--- src/rtl/nor4_rr_arbiter_pkg.sv ---
// Shared definitions for the nor4 round-robin arbiter.
//   state_e : FSM state encoding (IDLE=0, OWN=1, GAP=2)
//   NREQ    : number of requesters
//   onehot4 : 2-bit index -> 4-bit one-hot decode
package nor4_rr_arbiter_pkg;

    localparam int unsigned NREQ = 4;

    typedef enum logic [1:0] {
        StIdle = 2'd0,
        StOwn  = 2'd1,
        StGap  = 2'd2
    } state_e;

    function automatic logic [NREQ-1:0] onehot4(input logic [1:0] idx);
        logic [NREQ-1:0] v;
        v = '0;
        v[idx] = 1'b1;
        return v;
    endfunction

endpackage

--- src/rtl/nor4_rr_arbiter_if.sv ---
// Request/grant bundle between requesting block controllers and the arbiter.
//   req     : request vector, bit n = requester n (level-held until served)
//   gnt     : one-hot grant, zero when nobody owns the resource
//   owner   : index of the current owner, meaningful only while |gnt
//   busy    : registered |gnt
//   nq_idle : high when no request is pending and the resource is free
//   tmo     : one-cycle pulse when an owner was revoked by the hold timeout
// master = requester side, slave = arbiter side.
interface nor4_rr_arbiter_if;
    import nor4_rr_arbiter_pkg::*;

    logic [NREQ-1:0] req;
    logic [NREQ-1:0] gnt;
    logic [1:0]      owner;
    logic            busy;
    logic            nq_idle;
    logic            tmo;

    modport master (
        output req,
        input  gnt,
        input  owner,
        input  busy,
        input  nq_idle,
        input  tmo
    );

    modport slave (
        input  req,
        output gnt,
        output owner,
        output busy,
        output nq_idle,
        output tmo
    );

endinterface

--- src/rtl/nor4_arbiter_rr_pick4.sv ---
// Combinational rotating-priority picker plus nor4 idle detector.
//   i_req  : request vector
//   i_ptr  : index holding highest priority this round
//   o_pick : first set request scanning i_ptr, i_ptr+1, .. i_ptr+3 (mod 4)
//   o_any  : at least one request set
//   o_none : nor4 of the requests (the cell output, reused for idle detection)
module rr_pick4
    import nor4_rr_arbiter_pkg::*;
(
    input  logic [NREQ-1:0] i_req,
    input  logic [1:0]      i_ptr,
    output logic [1:0]      o_pick,
    output logic            o_any,
    output logic            o_none
);

    logic [1:0] w_idx;

    nor4_x0 u_nor4 (
        .i_a  (i_req[0]),
        .i_b  (i_req[1]),
        .i_c  (i_req[2]),
        .i_d  (i_req[3]),
        .o_zn (o_none)
    );

    assign o_any = ~o_none;

    // Scan from the lowest priority upward so the last hit (closest to ptr) wins.
    always_comb begin
        o_pick = i_ptr;
        w_idx  = i_ptr;
        for (int i = NREQ - 1; i >= 0; i--) begin
            w_idx = i_ptr + 2'(i);
            if (i_req[w_idx]) begin
                o_pick = w_idx;
            end
        end
    end

endmodule

--- src/rtl/nor4_x0.sv ---
// Behavioural model of the mcu9t3v3 nor4_x0 library cell.
//   i_a..i_d : inputs
//   o_zn     : ~(i_a | i_b | i_c | i_d)
module nor4_x0 (
    input  logic i_a,
    input  logic i_b,
    input  logic i_c,
    input  logic i_d,
    output logic o_zn
);

    assign o_zn = ~(i_a | i_b | i_c | i_d);

endmodule

--- src/rtl/nor4_rr_arbiter.sv ---
// 4-requester round-robin arbiter for a shared resource.
//   clk      : clock, all state on rising edge
//   rst      : synchronous active-high reset
//   arb      : request/grant bundle (slave side), see nor4_rr_arbiter_if
// Parameters:
//   MAX_HOLD : max consecutive grant cycles per owner, 0 = unlimited
//   CNT_W    : hold counter width, 2**CNT_W must exceed MAX_HOLD
// Grants are registered and one-hot; every release passes through one GAP
// cycle and one IDLE cycle before the next owner is granted.
module nor4_rr_arbiter
    import nor4_rr_arbiter_pkg::*;
#(
    parameter int unsigned MAX_HOLD = 16,
    parameter int unsigned CNT_W    = 5
) (
    input logic           clk,
    input logic           rst,
    nor4_rr_arbiter_if.slave arb
);

    localparam logic [CNT_W-1:0] CntMax   = '1;
    localparam logic [CNT_W-1:0] HoldLast = (MAX_HOLD == 0) ? '0 : CNT_W'(MAX_HOLD - 1);
    localparam logic             HoldEn   = (MAX_HOLD != 0);

    state_e          r_state;
    logic [NREQ-1:0] r_gnt;
    logic [1:0]      r_owner;
    logic            r_busy;
    logic            r_tmo;
    logic [1:0]      r_ptr;
    logic [CNT_W-1:0] r_cnt;

    state_e          w_state_nxt;
    logic [NREQ-1:0] w_gnt_nxt;
    logic [1:0]      w_owner_nxt;
    logic            w_tmo_nxt;
    logic [1:0]      w_ptr_nxt;
    logic [CNT_W-1:0] w_cnt_nxt;

    logic [1:0]      w_pick;
    logic            w_any;
    logic            w_none;
    logic            w_drop;
    logic            w_expire;

    rr_pick4 u_pick (
        .i_req  (arb.req),
        .i_ptr  (r_ptr),
        .o_pick (w_pick),
        .o_any  (w_any),
        .o_none (w_none)
    );

    always_comb begin
        w_state_nxt = r_state;
        w_gnt_nxt   = r_gnt;
        w_owner_nxt = r_owner;
        w_tmo_nxt   = 1'b0;
        w_ptr_nxt   = r_ptr;
        w_cnt_nxt   = r_cnt;
        w_drop      = 1'b0;
        w_expire    = 1'b0;

        unique case (r_state)
            StIdle: begin
                if (w_any) begin
                    w_gnt_nxt   = onehot4(w_pick);
                    w_owner_nxt = w_pick;
                    w_cnt_nxt   = '0;
                    w_state_nxt = StOwn;
                end
            end
            StOwn: begin
                if (r_cnt != CntMax) begin
                    w_cnt_nxt = r_cnt + CNT_W'(1);
                end
                w_drop   = ~arb.req[r_owner];
                w_expire = HoldEn && (r_cnt == HoldLast);
                if (w_drop || w_expire) begin
                    w_gnt_nxt   = '0;
                    w_ptr_nxt   = r_owner + 2'd1;
                    // A voluntary drop on the expiry edge is not a revocation.
                    w_tmo_nxt   = ~w_drop;
                    w_state_nxt = StGap;
                end
            end
            StGap: begin
                w_state_nxt = StIdle;
            end
            default: begin
                w_gnt_nxt   = '0;
                w_state_nxt = StIdle;
            end
        endcase
    end

    always_ff @(posedge clk) begin
        if (rst) begin
            r_state <= StIdle;
            r_gnt   <= '0;
            r_owner <= 2'd0;
            r_busy  <= 1'b0;
            r_tmo   <= 1'b0;
            r_ptr   <= 2'd0;
            r_cnt   <= '0;
        end else begin
            r_state <= w_state_nxt;
            r_gnt   <= w_gnt_nxt;
            r_owner <= w_owner_nxt;
            r_busy  <= |w_gnt_nxt;
            r_tmo   <= w_tmo_nxt;
            r_ptr   <= w_ptr_nxt;
            r_cnt   <= w_cnt_nxt;
        end
    end

    assign arb.gnt     = r_gnt;
    assign arb.owner   = r_owner;
    assign arb.busy    = r_busy;
    assign arb.tmo     = r_tmo;
    assign arb.nq_idle = w_none & ~r_busy;

endmodule

--- src/flat_wrapper.sv ---
// flat-port wrapper written by rule: the top's interface ports become plain ports
module nor4_rr_arbiter_flat import nor4_rr_arbiter_pkg::*;
#(
    parameter int unsigned MAX_HOLD = 16,
    parameter int unsigned CNT_W    = 5
)
  (clk, rst, arb_req, arb_gnt, arb_owner, arb_busy, arb_nq_idle, arb_tmo);
  nor4_rr_arbiter_if arb_i ();
  input logic clk;
  input logic rst;
  input wire logic [$bits(arb_i.req)-1:0] arb_req;
  output wire logic [$bits(arb_i.gnt)-1:0] arb_gnt;
  output wire logic [$bits(arb_i.owner)-1:0] arb_owner;
  output wire logic [$bits(arb_i.busy)-1:0] arb_busy;
  output wire logic [$bits(arb_i.nq_idle)-1:0] arb_nq_idle;
  output wire logic [$bits(arb_i.tmo)-1:0] arb_tmo;
  assign arb_i.req = arb_req;
  assign arb_gnt = arb_i.gnt;
  assign arb_owner = arb_i.owner;
  assign arb_busy = arb_i.busy;
  assign arb_nq_idle = arb_i.nq_idle;
  assign arb_tmo = arb_i.tmo;
  nor4_rr_arbiter #(.MAX_HOLD(MAX_HOLD), .CNT_W(CNT_W)) u_core (.clk(clk), .rst(rst), .arb(arb_i));
endmodule
--- config.mk ---
export PLATFORM = sky130hd
export DESIGN_NAME = nor4_rr_arbiter_flat
export DESIGN_NICKNAME = d
export VERILOG_FILES = /design/src/rtl/nor4_rr_arbiter_pkg.sv /design/src/rtl/nor4_rr_arbiter_if.sv /design/src/rtl/nor4_arbiter_rr_pick4.sv /design/src/rtl/nor4_x0.sv /design/src/rtl/nor4_rr_arbiter.sv /design/src/flat_wrapper.sv
export SDC_FILE = /design/constraint.sdc
export NUM_CORES = 1
export LEC_CHECK = 0
export ABC_AREA = 1
export BUFFER_PORTS_ARGS = -buffer_cell sky130_fd_sc_hd__buf_4
export CAP_MARGIN = 20
export CORE_MARGIN = 3
export CORE_UTILIZATION = 55
export CTS_BUF_LIST = sky130_fd_sc_hd__clkbuf_4 sky130_fd_sc_hd__clkbuf_8
export DETAILED_ROUTE_END_ITERATION = 10
export GPL_TIMING_DRIVEN = 0
export MAX_ROUTING_LAYER = met4
export PLACE_DENSITY_LB_ADDON = 0.12
export REMOVE_ABC_BUFFERS = 1
export SYNTH_ARGS = -nofsm -noshare
export SYNTH_HDL_FRONTEND = slang
export SYNTH_SLANG_ARGS = --single-unit
--- constraint.sdc ---
create_clock -name clk -period 2.4 [get_ports clk]
set_clock_uncertainty 0.1 [all_clocks]
set_input_delay 0.12 -clock clk [delete_from_list [all_inputs] [get_ports clk]]
set_output_delay 0.12 -clock clk [all_outputs]
set_load 0.01 [all_outputs]
==> summary.md, run 1 <==
| Metric | Value |
|---|---|
| Crit-path cells | ha_1 -> nand2_1 -> nor2_1 -> ha_1 -> inv_1 -> nand2_1 -> o21ai_1 -> inv_1 -> nor2_4 -> nand2_1 -> nand2_1 -> nor2_1 -> a21oi_2 |
| Critical path class | register to register |
| DRT Pass-1 Iters | 4 |
| Final-report setup violation count | 0 |
| Largest net degree at the start of global routing | 11 |
| Clock Path Buffers | 2 |
| Multi-input gate area | 589.3 µm² |
| Sequential-to-total area share from yosys stat | 32.08% |
| Commonest cells post-synth | nand2_1, inv_1, dfxtp_1, a21oi_1, nor2_1 |
| # rows | 15 |
| Tot GR Track Use | 19.12% |
| Worst-Margin Slew | 0.4749 ns |
| Critical path's largest stage delay | 0.39 ns |
| Die outline width | 49.92 µm |
| Post-synth top area share | 32.08% |
| Syn Area/Cell | 6.715 µm² |
| Antenna diode count | 0 |
| First DRT Iteration DRCs | 13 |
| CP bufs+invs | 2 |
| Fmax | 541.9 MHz |
| Maximum fanout along the worst path | 4 |
| Post-Syn Area | 0.001061 mm² |
| Number of distinct library cells after synthesis | 27 |
| Number of buffers created by CTS | 3 |
| Clock sinks | 17 |
| Lkg Pwr | 0.6293 nW |
| Synth Instances | 158 |
| Fin Setup TNS | 0 ns |
| Layout cell share with drive strength beyond 1 | 24.00% |
| Final Power | 1.076 mW |
| CP Data Arrival Time | 1.94 ns |
| Routing usage on met3 | 4.532% |
| Fill cells | 157 |
| Status | complete, no violations |
| CTS resizes | 0 |
| Die Y | 49.92 µm |
| Worst-Skew Late Latency | 0.29 ns |
| Final Hold Viols | 0 |
| Cell family with most CP delay | simple AND/OR/NAND/NOR gates |
| RSZ-0062 raised after global routing | no |
| Vias in the first global route | 934 |
| Grt total ovfl | 0 |
| GRT met2 Usage | 32.38% |
| Fin area | 0.001222 mm² |
| Final ANT Viol Nets | 0 |
| Worst vdd ir | 0.0004528 V |
| Most used cell, CP | nand2_1 |
| Most used routing layer | met2 |
| CP Launch Type | register |
| CTS tree | yes |
| Met1 GRT Util | 21.81% |
| Register area | 340.3 µm² |
| Most frequent cell after synthesis | nand2_1 |
| Hold buffers post-CTS | 1 |
| Deepest level of the CTS H-tree | 1 |
| Hold crit path type | primary input to register |
| Detailed-route via count | 1007 |
| Via density | 5.035 |
| Routed WL | 2052 µm |
| FFs w/ async S/R, synth | 0% |
| FF+latch count, synth | 17 |
| Final Cycle Share | 76.90% |
| Synth warnings | 0 |
| EDFF count, synth | 0 |
| Setup repair bufs after CTS | 0 |
| Req. time, crit path | 2.49 ns |
| Slew Viols, Final | 0 |
| Post-synth top area cell | dfxtp_1 |
| RePlAce Congestion | 0.8093 |
| Nets | 185 |
| DRC viols | 0 |
| Core area | 0.001783 mm² |
| I/O pins | 15 |
| Initial antenna violation count | 0 |
| PortBufs | 14 |
| CP Capture Type | register |
| Hpwl dp | 1638 µm |
| Starting Density | 59.51% |
| Clock transition at path regs | 0.10 ns |
| Max cap viols | 0 |
| Layout area overhead | 15.21% |
| Ranking of synthesized cells by area | dfxtp_1, nand2_1, inv_1 |
| Slew headroom | 68.08% |
| Die area | 0.002492 mm² |
| Slowest cell on crit path | dfxtp_1 |
| WL/cell | 10.26 µm |
| Placed Instance Area | 0.001182 mm² |
| First-pass GRT wire length | 3622 µm |
| Root Driver | clkbuf_4 |
| Ys flop type | dfxtp_1 |
| Tmin final | 1.845 ns |
| Pwr Density | 880.0 mW/mm² |
==> metal layers <==
metal,part of all wire [%],routed length [µm],vias up
met3,3.4,69,2
li1,-,-,536
met1,46,948,454
met2,49,1015,15
met5,0,0,-
met4,0.93,19,0
==> placed cells by master (no fill, tap or decap), drive strengths merged, types with 2 or more instances in the layout <==
cell type,netlist,final
a21oi,13,13
nor3,4,4
inv,29,29
buf,1,14
clkbuf,1,4
nand3,10,10
nand4,2,2
ha,3,3
o21ai,9,9
nor2,11,11
nand2,54,54
dfxtp,17,17
==> report_power, final <==
group          switching [mW]  total, mW  internal (mW)
Combinational           0.315      0.515          0.200
Clock                  0.0891      0.165         0.0760
Sequential             0.0569      0.396          0.339
==> logic make-up after synthesis <==
group | share of synthesized area [%]
xor+xnor | 0.8256
fa+ha+maj | 3.538
buf+inv | 12.38
simple gates | 37.74
compound gates | 13.44
flops | 32.08
==> cell type report <==
class	instances	area share (%)
clock buffers	4	2.457
inverters	29	9.519
multi-input cells	110	48.21
flip-flops and latches	17	27.84
well taps	25	2.559
repair buffers	15	9.417
==> metrics by stage <==
stage,setup slack (ns),utilization (%),hold slack (ns),cells
2_1_floorplan,0.7570,-,0.08244,156
3_3_place_gp,0.6239,66.32,0.2702,195
3_5_place_dp,0.5713,66.32,0.2639,195
4_1_cts,0.5418,68.56,0.1911,200
5_1_grt,0.3513,68.56,0.2577,200
6_report,0.5545,68.56,0.1899,200
==> registers in the layout (all words and copies together) (netlist names) <==
register / cells
u_core.arb.gnt: 4
u_core.r_state: 2
u_core.arb.busy: 1
u_core.arb.owner: 2
u_core.r_cnt: 5
u_core.r_ptr: 2
u_core.arb.tmo: 1
==> worst paths after layout <==
kind | to | slack (ns) | start | cells past startpoint
setup / recovery | u_core.arb.busy | 0.55 | u_core.r_cnt[0] | 13
hold / removal | u_core.arb.tmo | 0.19 | arb_req[3] | 5
setup reg to reg | u_core.arb.busy | 0.55 | u_core.r_cnt[0] | 13
hold reg to reg | u_core.arb.gnt[1] | 0.39 | u_core.arb.gnt[1] | 2
==> worst min-delay path, delay by kind of cell <==
kind / cells / cell delay, ns
buf+inv: 2 / 0.16
compound gates: 1 / 0.10
simple gates: 2 / 0.17
(Power assumes the default switching activity.)
==> run 2, diff against run 1 <==
clock period = 1.87 ns   (was 2.4 ns; I/O delays follow)
==> summary.md, run 2 (synthesis gave the netlist of run 1 again) <==
| Metric | Value |
|---|---|
| Status | complete, no violations |
| Core area | 0.001783 mm² |
| Logic gate share of total power | 48.2% |
| DRC viols | 0 |
| Nets | 186 |
| Routed WL | 2210 µm |
| CP Data Arrival Time | 1.88 ns |
| Fin Setup TNS | 0 ns |
| Tmin final | 1.742 ns |
| Clock Path Buffers | 2 |
| Clock transition at path regs | 0.10 ns |
| Clock sinks | 17 |
| Internal power | 0.8043 mW |
| Grt total ovfl | 0 |
| Die area | 0.002492 mm² |
| PortBufs | 14 |
| Tot GR Track Use | 19.12% |
| Commonest non-fill, non-tap cell in the layout | nand2_1 |
| Final Hold Viols | 0 |
| Detailed-route via count | 1021 |
| Number of buffers created by CTS | 3 |
| Largest net degree at the start of global routing | 11 |
| Antenna diode count | 0 |
| Clock network power share | 15.2% |
| Post-layout util | 71.44% |
| Reg power frac | 36.6% |
| DRT Pass-1 Iters | 4 |
| Biggest register | u_core.r_cnt |
| Initial antenna violation count | 0 |
| Req. time, crit path | 2.01 ns |
| Pwr Density | 1116 mW/mm² |
| Final ANT Viol Nets | 0 |
| Final Cycle Share | 93.17% |
| Slew headroom | 70.29% |
| Layout cell share with drive strength beyond 1 | 31.82% |
| I/O pins | 15 |
| Vias in the first global route | 934 |
| Crit-path cells | ha_4 -> nand2_4 -> nor2_2 -> ha_2 -> inv_2 -> nand2_2 -> o21ai_1 -> inv_1 -> nor2_4 -> nand2_2 -> nand2_1 -> nor2_1 -> a21oi_2 |
| Cell family with most CP delay | simple AND/OR/NAND/NOR gates |
| First-pass GRT wire length | 3622 µm |
| Worst vdd ir | 0.0007224 V |
| Critical path class | register to register |
| Lkg Pwr | 0.6529 nW |
| Worst-Skew Late Latency | 0.30 ns |
| Root Driver | clkbuf_4 |
| Max cap viols | 0 |
| Starting Density | 59.51% |
| Switching Share | 43.43% |
| Slew Viols, Final | 0 |
| Die Y | 49.92 µm |
| P_sw | 0.6175 mW |
| CTS tree | yes |
| Max reg flops | 5 |
| Via density | 5.080 |
| Critical path's largest stage delay | 0.37 ns |
| Maximum fanout along the worst path | 4 |
| Deepest level of the CTS H-tree | 1 |
| Hold crit path type | primary input to register |
| Most frequent cells in the layout | nand2_1, inv_1, buf_4 |
| CP Launch Type | register |
| RePlAce Congestion | 0.8093 |
| CP Capture Type | register |
| First DRT Iteration DRCs | 16 |
| Worst-Margin Slew | 0.4420 ns |
| Die outline width | 49.92 µm |
| Hpwl dp | 1638 µm |
| Most used cell, CP | nand2_2 |
| Slowest cell on crit path | dfxtp_4 |
| CP bufs+invs | 2 |
| Layout area overhead | 20.05% |
| Final-report setup violation count | 0 |
| Fmax | 574.0 MHz |
| WL/cell | 11.00 µm |
| # rows | 15 |
## run 2: cell count changes in the layout (fill, tap and decap cells not counted), moves of 2 or more
cell,previous run,this run
ha_1,3,1
dfxtp_2,0,2
nand2_1,45,39
nand2_2,9,14
dfxtp_1,17,14
## run 2: worst reg2reg max path, delay by kind of cell (launching register included)
family / cells / cell delay, ns
simple gates: 7 / 0.53
compound gates: 2 / 0.24
fa+ha+maj: 2 / 0.34
flops: 1 / 0.37
buf+inv: 2 / 0.12
## run 2: metrics by stage
stage	total power, mW	setup WS [ns]	hold slack [ns]	cell area (µm²)	cells
finish	1.422	0.1278	0.1760	1274	201
global route	1.542	-0.008201	0.2276	1274	201
CTS	1.391	0.01179	0.1646	1222	200
floorplan	0.9986	0.2270	0.05594	1046	156
detailed placement	1.177	0.04133	0.2374	1182	195
global placement	1.152	0.09390	0.2437	1182	195
## run 2: layout make-up
cell class,count,area (µm²)
clock buffers,4,30.03
fillers,149,509.2
inverters,29,116.4
multi-input cells,110,626.9
flip-flops and latches,17,346.6
well taps,25,31.28
repair buffers,16,122.6
## run 2: worst paths after layout
path                                          end  cells past startpoint  slack [ns]               from
worst max register to register    u_core.arb.busy                     13        0.13    u_core.r_cnt[0]
worst max-delay path              u_core.arb.busy                     13        0.13    u_core.r_cnt[0]
worst min-delay path               u_core.arb.tmo                      5        0.18         arb_req[3]
worst min register to register  u_core.arb.gnt[3]                      2        0.39  u_core.arb.gnt[3]
## run 2: what timing repair did
action | in CTS | in global routing
buffers inserted | 0 | 1
hold buffers | 1 | 0
gates resized for setup | 0 | 16
setup endpoints to repair | 0 | 8
endpoints found under the hold margin | 8 | 0
## run 2: power by group through the flow
stage | Sequential, mW | Combinational [mW] | Clock [mW]
after floorplan | 0.525 | 0.473 | 0
after detailed placement | 0.516 | 0.660 | 0
final | 0.521 | 0.686 | 0.216
after global placement | 0.512 | 0.639 | 0
after global routing | 0.529 | 0.772 | 0.242
after CTS | 0.508 | 0.663 | 0.219
## run 2: per-layer routing
| metal | share of wire (%) | routed length (µm) | track usage, % | vias up |
|---|---|---|---|---|
| li1 | - | - | - | 534 |
| met5 | 0 | 0 | - | - |
| met1 | 44 | 962 | 21.81 | 466 |
| met4 | 1.7 | 37 | 6.912 | 0 |
| met3 | 3.3 | 74 | 4.532 | 5 |
| met2 | 51 | 1135 | 32.38 | 16 |
==> run 3, diff against run 2 <==
CORE_UTILIZATION = 53   (was 55)
CTS_CLUSTER_SIZE = 8   (was unset)
clock period = 1.5 ns   (was 1.87 ns; I/O delays follow)
==> summary.md, run 3 (synthesis gave the netlist of run 1 again) <==
| Metric | Value |
|---|---|
| Root Driver | clkbuf_4 |
| Status | finished, violations left |
| Core area | 0.001802 mm² |
| Clock transition at path regs | 0.11 ns |
| Critical path class | register to register |
| Post-layout util | 87.01% |
| Crit-path cells | ha_4 -> nand2_4 -> nor2_4 -> ha_4 -> inv_2 -> nand2_2 -> o21ai_2 -> inv_2 -> nor2_4 -> nand2_2 -> nand2_1 -> nor2_1 -> a21oi_2 |
| Lkg Pwr | 0.7615 nW |
| Final Power | 2.119 mW |
| Slowest cell on crit path | dfxtp_2 |
| Initial antenna violation count | 0 |
| CP Launch Type | register |
| Pwr Density | 1351 mW/mm² |
| Clock sinks | 17 |
| Final WS setup | -0.2444 ns |
| Routed WL | 3219 µm |
| Starting Density | 58.89% |
| Switching Share | 45.67% |
| Layout area overhead | 47.76% |
| Tot GR Track Use | 22.68% |
| Routed wl met2 | 1753 µm |
| Commonest non-fill, non-tap cell in the layout | buf_4 |
| Hold crit path type | primary input to register |
| Logic gate share of total power | 56.7% |
| Reg power frac | 31.1% |
| Req. time, crit path | 1.66 ns |
| Biggest register | u_core.r_cnt |
| CTS tree | yes |
| First-pass GRT wire length | 4202 µm |
| Vias in the first global route | 1021 |
| DP Cell Count | 195 |
| Critical path's largest stage delay | 0.36 ns |
| Clock Path Buffers | 2 |
| Tmin final | 1.744 ns |
| Largest net degree at the start of global routing | 11 |
| Nets | 205 |
| RePlAce Congestion | 0.8234 |
| Final-report setup violation count | 14 |
| Die Y | 50.74 µm |
| Slew Viols, Final | 0 |
| Grt total ovfl | 0 |
| DRC viols | 0 |
| CP Data Arrival Time | 1.90 ns |
| I/O pins | 15 |
| M1 wire length | 1210 µm |
| WL/cell | 14.63 µm |
| First DRT Iteration DRCs | 27 |
| Maximum fanout along the worst path | 4 |
| CP Capture Type | register |
| Die area | 0.002575 mm² |
| Via density | 5.277 |
| Fmax | 573.3 MHz |
| Most frequent cells in the layout | buf_4, nand2_2, nand2_1 |
| Wire length on met3 | 172 µm |
| Worst-Margin Slew | 0.4063 ns |
| Final Cycle Share | 116.3% |
| Number of buffers created by CTS | 3 |
| DR top layer | met4 |
| Hold Path Depth | 5 |
| Clock network power share | 12.2% |
| Slew headroom | 72.69% |
| Hpwl dp | 1685 µm |
| Max cap viols | 0 |
| Deepest level of the CTS H-tree | 1 |
| Detailed-route via count | 1161 |
| Antenna diode count | 0 |
| Final std cells w/o fill | 220 |
| Die outline width | 50.74 µm |
| Failing checks | setup timing |
| FF-to-FF path depth | 13 |
| Setup WS pre-CTS | -0.2981 ns |
| Final Hold Viols | 0 |
| P_sw | 0.9675 mW |
| Max reg flops | 5 |
| Final ANT Viol Nets | 0 |
| Layout cell share with drive strength beyond 1 | 55.38% |
| DRT Pass-1 Iters | 4 |
| RSZ-0062 raised after global routing | yes |
| PortBufs | 14 |
| # rows | 15 |
| Internal power | 1.151 mW |
| Worst-Skew Late Latency | 0.31 ns |
| Worst vdd ir | 0.0009071 V |
[run 3: power by group through the flow]
stage               combinational [mW]  clock [mW]  sequential [mW]
floorplan                        0.590           0            0.655
global placement                 0.797           0            0.640
detailed placement               0.823           0            0.646
CTS                              0.919       0.255            0.652
global route                      1.31       0.281            0.670
finish                            1.20       0.258            0.658
[run 3: layout make-up]
class,instances,area (µm²)
Sequential cell,17,351.6
Inverter,29,118.9
Multi-Input combinational cell,110,758.2
Clock buffer,3,22.52
Timing Repair Buffer,35,280.3
Tap cell,25,31.28
Fill cell,98,234.0
Clock inverter,1,5.005
[run 3: metal layers]
metal	track usage, %	vias to the layer above
met5	-	-
met4	10.76	0
met3	6.231	13
met2	39.13	40
met1	23.82	537
li1	-	571
[run 3: final timing paths]
| kind | start | to | slack, ns |
|---|---|---|---|
| worst max-delay path | u_core.r_cnt[0] | u_core.arb.busy | -0.24 |
| worst min-delay path | arb_req[3] | u_core.arb.tmo | 0.21 |
| worst max register to register | u_core.r_cnt[0] | u_core.arb.busy | -0.24 |
| worst min register to register | u_core.arb.gnt[2] | u_core.arb.gnt[2] | 0.38 |
[run 3: repair_timing]
action | in CTS | in global routing
setup buffers | 11 | 10
cloned | 0 | 0
endpoints found under the setup margin | 16 | 17
endpoints found under the hold margin | 8 | 0
hold buffers | 1 | 0
resized for setup | 30 | 37
pin swaps | 20 | 26
[run 3: critical path: cells and delay by family (launching register included)]
| family | cells | cell delay (ns) |
|---|---|---|
| AO/OA/AOI/OAI | 2 | 0.25 |
| buffers and inverters | 2 | 0.10 |
| flip-flops | 1 | 0.36 |
| AND/OR/NAND/NOR | 7 | 0.56 |
| adder cells (fa/ha/maj) | 2 | 0.32 |
[run 3: through the flow]
stage	setup TNS (ns)	hold WS [ns]	cell area, µm²
6_report	-1.976	0.2110	1568
4_1_cts	-0.9718	0.1586	1378
5_1_grt	-3.126	0.2309	1568
3_5_place_dp	-2.278	0.2248	1182
3_3_place_gp	-1.861	0.2208	1182
2_1_floorplan	-0.2689	0.03744	1046
